File: src/rtl/serial_bus_master_port.sv
// serial_bus_master_port: serial bus master sending a control frame, then shifting write words out or read words in.
// Define BUS_TIMEOUT_EN to abort a transaction after TIMEOUT_CYCLES consecutive stalled bus cycles.
module serial_bus_master_port #(
  parameter int DATA_WIDTH     = 8,
  parameter int SLAVES         = 4,
  parameter int ID_WIDTH       = 2,
  parameter int TIMEOUT_CYCLES = 1024
) (
  input  logic                  clk,
  input  logic                  rst,
  input  logic                  cmd_valid,
  output logic                  cmd_ready,
  input  logic [ID_WIDTH-1:0]   cmd_slave,
  input  logic                  cmd_write,
  input  logic [3:0]            cmd_len,
  input  logic [DATA_WIDTH-1:0] wr_data,
  input  logic                  wr_valid,
  output logic                  wr_ready,
  output logic [DATA_WIDTH-1:0] rd_data,
  output logic                  rd_valid,
  output logic                  done,
  output logic                  err,
  output logic                  control,
  output logic                  wD,
  output logic                  valid,
  input  logic                  rD,
  input  logic                  ready
);
  localparam int FW = ID_WIDTH + 2;
  localparam int CW = $clog2(FW);
  localparam int BW = $clog2(DATA_WIDTH);
  typedef enum logic [2:0] {IDLE, CTRL, WRITE, READ, DONE} state_t;
  state_t state_q, state_d;
  logic [FW-1:0] frame_q, frame_d;
  logic [CW-1:0] ccnt_q, ccnt_d;
  logic [BW-1:0] bit_q, bit_d;
  logic [4:0] word_q, word_d;
  logic [3:0] len_q, len_d;
  logic write_q, write_d, full_q, full_d, rd_valid_q, rd_valid_d, err_q, err_d;
  logic [DATA_WIDTH-1:0] sh_q, sh_d, rd_data_q, rd_data_d;
  logic to, last_bit, fire, samp;
`ifdef BUS_TIMEOUT_EN
  localparam int TW = $clog2(TIMEOUT_CYCLES + 1);
  logic [TW-1:0] tcnt_q, tcnt_d;
  logic stall;
  assign stall = (state_q == WRITE && full_q) || state_q == READ;
  assign to = stall && tcnt_q == TW'(TIMEOUT_CYCLES);
  assign tcnt_d = (stall && !ready && !to) ? tcnt_q + 1'b1 : '0;
  always_ff @(posedge clk or posedge rst)
    if (rst) tcnt_q <= '0;
    else tcnt_q <= tcnt_d;
`else
  assign to = 1'b0;
`endif
  assign last_bit = bit_q == BW'(DATA_WIDTH - 1);
  assign fire = state_q == WRITE && full_q && ready;
  assign samp = state_q == READ && ready;
  assign rd_data = rd_data_q;
  assign rd_valid = rd_valid_q;
  always_comb begin
    state_d = state_q;
    frame_d = frame_q;
    ccnt_d = ccnt_q;
    bit_d = bit_q;
    word_d = word_q;
    len_d = len_q;
    write_d = write_q;
    full_d = full_q;
    sh_d = sh_q;
    rd_data_d = rd_data_q;
    rd_valid_d = 1'b0;
    err_d = 1'b0;
    cmd_ready = state_q == IDLE;
    // a word may load while the previous word's last bit leaves, but never beyond the burst length
    wr_ready = (state_q == CTRL || state_q == WRITE) && write_q && (!full_q || (fire && last_bit))
               && word_q + 5'(full_q) <= {1'b0, len_q};
    control = state_q == CTRL && frame_q[FW-1];
    valid = ((state_q == WRITE && full_q) || state_q == READ) && !to;
    wD = state_q == WRITE && full_q && !to && sh_q[DATA_WIDTH-1];
    done = state_q == DONE || to;
    err = err_q || to;
    case (state_q)
      IDLE: if (cmd_valid) begin
        len_d = cmd_len;
        write_d = cmd_write;
        if (32'(cmd_slave) >= SLAVES) err_d = 1'b1;
        else begin
          state_d = CTRL;
          frame_d = {1'b1, cmd_slave, cmd_write};
        end
      end
      CTRL: begin
        frame_d = frame_q << 1;
        ccnt_d = ccnt_q + 1'b1;
        if (ccnt_q == CW'(FW - 1)) state_d = write_q ? WRITE : READ;
      end
      WRITE: if (fire) begin
        sh_d = sh_q << 1;
        bit_d = last_bit ? '0 : bit_q + 1'b1;
        if (last_bit) begin
          full_d = 1'b0;
          word_d = word_q + 1'b1;
          if (word_q == {1'b0, len_q}) state_d = DONE;
        end
      end
      READ: if (samp) begin
        sh_d = {sh_q[DATA_WIDTH-2:0], rD};
        bit_d = last_bit ? '0 : bit_q + 1'b1;
        if (last_bit) begin
          rd_data_d = sh_d;
          rd_valid_d = 1'b1;
          word_d = word_q + 1'b1;
          if (word_q == {1'b0, len_q}) state_d = DONE;
        end
      end
      default: state_d = IDLE;
    endcase
    if (wr_ready && wr_valid) begin
      full_d = 1'b1;
      sh_d = wr_data;
    end
    if (to) state_d = IDLE;
    if (state_d == IDLE) begin
      ccnt_d = '0;
      bit_d = '0;
      word_d = '0;
      full_d = 1'b0;
    end
  end
  always_ff @(posedge clk or posedge rst)
    if (rst) begin
      state_q <= IDLE;
      frame_q <= '0;
      ccnt_q <= '0;
      bit_q <= '0;
      word_q <= '0;
      len_q <= '0;
      write_q <= 1'b0;
      full_q <= 1'b0;
      sh_q <= '0;
      rd_data_q <= '0;
      rd_valid_q <= 1'b0;
      err_q <= 1'b0;
    end else begin
      state_q <= state_d;
      frame_q <= frame_d;
      ccnt_q <= ccnt_d;
      bit_q <= bit_d;
      word_q <= word_d;
      len_q <= len_d;
      write_q <= write_d;
      full_q <= full_d;
      sh_q <= sh_d;
      rd_data_q <= rd_data_d;
      rd_valid_q <= rd_valid_d;
      err_q <= err_d;
    end
endmodule

File: config.mk
export PLATFORM = sky130hd
export DESIGN_NAME = serial_bus_master_port
export DESIGN_NICKNAME = d
export VERILOG_FILES = /design/src/rtl/serial_bus_master_port.sv
export SDC_FILE = /design/constraint.sdc
export NUM_CORES = 1
export LEC_CHECK = 0
export CORE_MARGIN = 2
export CORE_UTILIZATION = 39
export DETAILED_ROUTE_END_ITERATION = 7
export PLACE_DENSITY_LB_ADDON = 0.2
export RECOVER_POWER = 25
export SYNTH_ARGS = -nofsm -noshare
export SYNTH_HDL_FRONTEND = slang
export SYNTH_SLANG_ARGS = --single-unit
File: constraint.sdc
create_clock -name clk -period 2.5 [get_ports clk]
set_clock_uncertainty 0.1 [all_clocks]
set_input_delay 0.75 -clock clk [delete_from_list [all_inputs] [get_ports clk]]
set_output_delay 0.75 -clock clk [all_outputs]
set_load 0.01 [all_outputs]
==> results.tsv <==
metric	value	unit
status	complete, but fails checks	
violated checks	negative setup slack	
vias in the first global route	1771	
largest net degree at the start of global routing	41	
pwr/cell area	544	mW/mm^2
slowest cell delay on critical path	0.39	ns
register area share after synthesis	48.5	%
post-synthesis cell type count	39	
Vias	1750	
logic gate share of total power	25.9	%
final WL	4750	um
clock slew at reported path FFs	0.09	ns
Synth Area in XOR/XNOR	4.67	%
P_int	1180	uW
Net Count, Synth	251	
total power	1630	uW
# port buffers	35	
CTS buffer count	5	
global placer's final weighted congestion	0.771	
Peak VDD IR	0.000354	V
sw frac	27.8	%
die height	76.7	um
Final period util	115	%
max-cap violation count	0	
fraction of synthesized area in multiplexers	6.49	%
FMAX	348	MHz
# DRC	0	
Slew @ Worst Pin	0.989	ns
Syn Inst Count	220	
first-pass GRT wire length	8510	um
CTS max path bufs	2	
full die area	0.00588	sq mm
number of fill cells	458	
I/O pin cnt	37	
DP HPWL	3290	um
worst skew pair latency	0.29	ns
Psw	453	uW
minimum clock period	2.88	ns
area fraction in compound gates after synthesis	9.16	%
ANT cells	0	
Reg power frac	46.3	%
Tightest Hold Check Type	reg -> reg	
GRT Resource Usage Total	17.8	%
CTS Sinks	40	
wire per inst	13.0	um
leading cell types in the layout, fill and taps excluded	nand2_1, dfrtp_1, buf_4	
yosys warns	0	
largest family of logic cells by synthesized area	simple AND/OR/NAND/NOR gates	
clock share of power	27.8	%
CP cell instances	ha_2 -> ha_4 -> xor2_2 -> ha_1 -> and4_1 -> a21oi_2 -> nor2_4 -> buf_6	
Synth Area in Simple Gates	20.9	%
FP Rows	26	
Yosys top cell by area	dfrtp_1	
Lkg Pwr	0.00147	uW
synthesized area per cell	9.37	sq um
share of cells above drive strength 1	27.0	%
critical path's slowest cell	dfrtp_1	
flops & latches, synth	40	
hold_ws	0.376	ns
root buffer cell	clkbuf_8	
Worst Setup Start Kind	register	
post-route ant nets	0	
critical path data arrival time	2.03	ns
EDFF count, synth	0	
Final Max Slew Viols	0	
Initial Util	40.4	%
Fin. Hold Viols	0	
Area growth syn-to-layout	45.5	%
Synth Area in Adders	6.07	%
drt via density	4.78	
H-tree levels	2	
ys flop type	dfrtp_1	
Final WS setup	-0.377	ns
DR pass1 iterations	4	
top cell type's share of synthesized area	48.5	%
crit path capture type	output pin	
antenna violations before repair	0	
most common cell after layout, fill and taps aside	nand2_1	
RSZ-0062 raised after global routing	true	
die width	76.7	um
final setup violation count	8	
CTS tree	built	
top cells by area, synth	dfrtp_1, nand2_1, ha_1	
core box area	0.00511	sq mm
critical path class	reg -> out	
global route overflow	0	
Slew Limit Headroom	34.1	%
Post-synth ARST share	100	%
Iteration-0 DRC Markers	126	
Required @ worst endpoint	1.65	ns
fin nets	326	
CP Max Fanout	2	
mapped cell area	0.00206	sq mm
cts-stage hold buffer count	0	
-- critical path, delay by kind of cell (launching register included) --
| family | cells | cell delay [ns] |
|---|---|---|
| buffers and inverters | 1 | 0.11 |
| flip-flops | 1 | 0.39 |
| AO/OA/AOI/OAI | 1 | 0.19 |
| XOR/XNOR | 1 | 0.14 |
| AND/OR/NAND/NOR | 2 | 0.21 |
| adder cells (fa/ha/maj) | 3 | 0.69 |
-- worst paths after layout --
path                       cells after the start                      to              startpoint  slack, ns
max in group asynchronous                      3   word_q[0]$_DFFE_PP0P_                     rst       0.58
hold reg to reg                                2  rd_data[3]$_DFFE_PP0P_  rd_data[3]$_DFFE_PP0P_       0.38
setup reg to reg                              10     sh_q[4]$_DFFE_PP0P_      full_q$_DFFE_PP0P_      -0.10
setup / recovery                               8                wr_ready      full_q$_DFFE_PP0P_      -0.38
hold / removal                                 2  rd_data[3]$_DFFE_PP0P_  rd_data[3]$_DFFE_PP0P_       0.38
min in group asynchronous                      3  rd_data[2]$_DFFE_PP0P_                     rst       1.10
-- layer usage --
metal,vias to the layer above,GRT usage (%),share of wire (%),routed length [um]
li1,889,-,-,-
met1,823,24.9,45,2150
met2,36,28.9,50,2380
met3,2,3.65,4.3,202
met4,0,3.27,0.32,15
met5,-,0,0,0
-- cell usage after synthesis (5+ instances only) --
library cell	count
nand2_1	57
dfrtp_1	40
a21oi_1	11
nor2_1	11
ha_1	10
inv_1	10
clkbuf_1	7
mux2_1	7
o21ai_0	7
xnor2_1	7
nor3_1	6
nand3_1	5
-- layout make-up --
cell class	count	area (sq um)	share of cell area [%]
clock buffer	6	82.6	2.75
clock inverter	2	15.0	0.500
inverter	10	37.5	1.25
multi-input combinational	160	1090	36.4
sequential	40	1000	33.4
tap	70	87.6	2.92
timing repair buffer	78	683	22.8
-- cells by family (layout without fill, tap and decap cells) --
group / Yosys count / after routing
adder cells (fa/ha/maj): 10 / 10
other: 1 / 1
XOR/XNOR: 11 / 11
AND/OR/NAND/NOR: 96 / 96
multiplexers: 12 / 12
buffers and inverters: 20 / 96
AO/OA/AOI/OAI: 30 / 30
flip-flops: 40 / 40
-- power groups by stage --
| stage | registers, uW | clock network (uW) | logic, uW |
|---|---|---|---|
| final | 755 | 454 | 422 |
| after global routing | 765 | 493 | 475 |
| after CTS | 754 | 468 | 401 |
| after detailed placement | 763 | 0 | 344 |
| after global placement | 760 | 0 | 335 |
| after floorplan | 761 | 0 | 174 |
-- stage by stage --
stage                     TNS [ns]  setup WS, ns  area (sq um)  util (%)  cells
after detailed placement     -6.97         -1.10          2730      53.4    349
final                        -1.00        -0.377          3000      58.7    366
after global routing         -1.99        -0.479          3000      58.7    366
after floorplan            -0.0611       -0.0611          2080         -    220
after CTS                    -1.47        -0.422          2950      57.8    364
after global placement       -6.77         -1.09          2730      53.4    349
-- flip-flops by register name, summed over array words and instances, names as in the netlist --
signal and flops:
bit_q 3, ccnt_q 2, frame_q 4, full_q 1, len_q 4, rd_data 8, rd_valid 1, sh_q 8
state_q 3, word_q 5, write_q 1
-- timing repair --
action / in CTS / in global routing
buffers inserted: 7 / 4
pin swaps: 8 / 6
gates cloned: 1 / 0
gates resized for setup: 38 / 5
setup endpoints to repair: 15 / 11
Power figures use the tool's default switching activity.
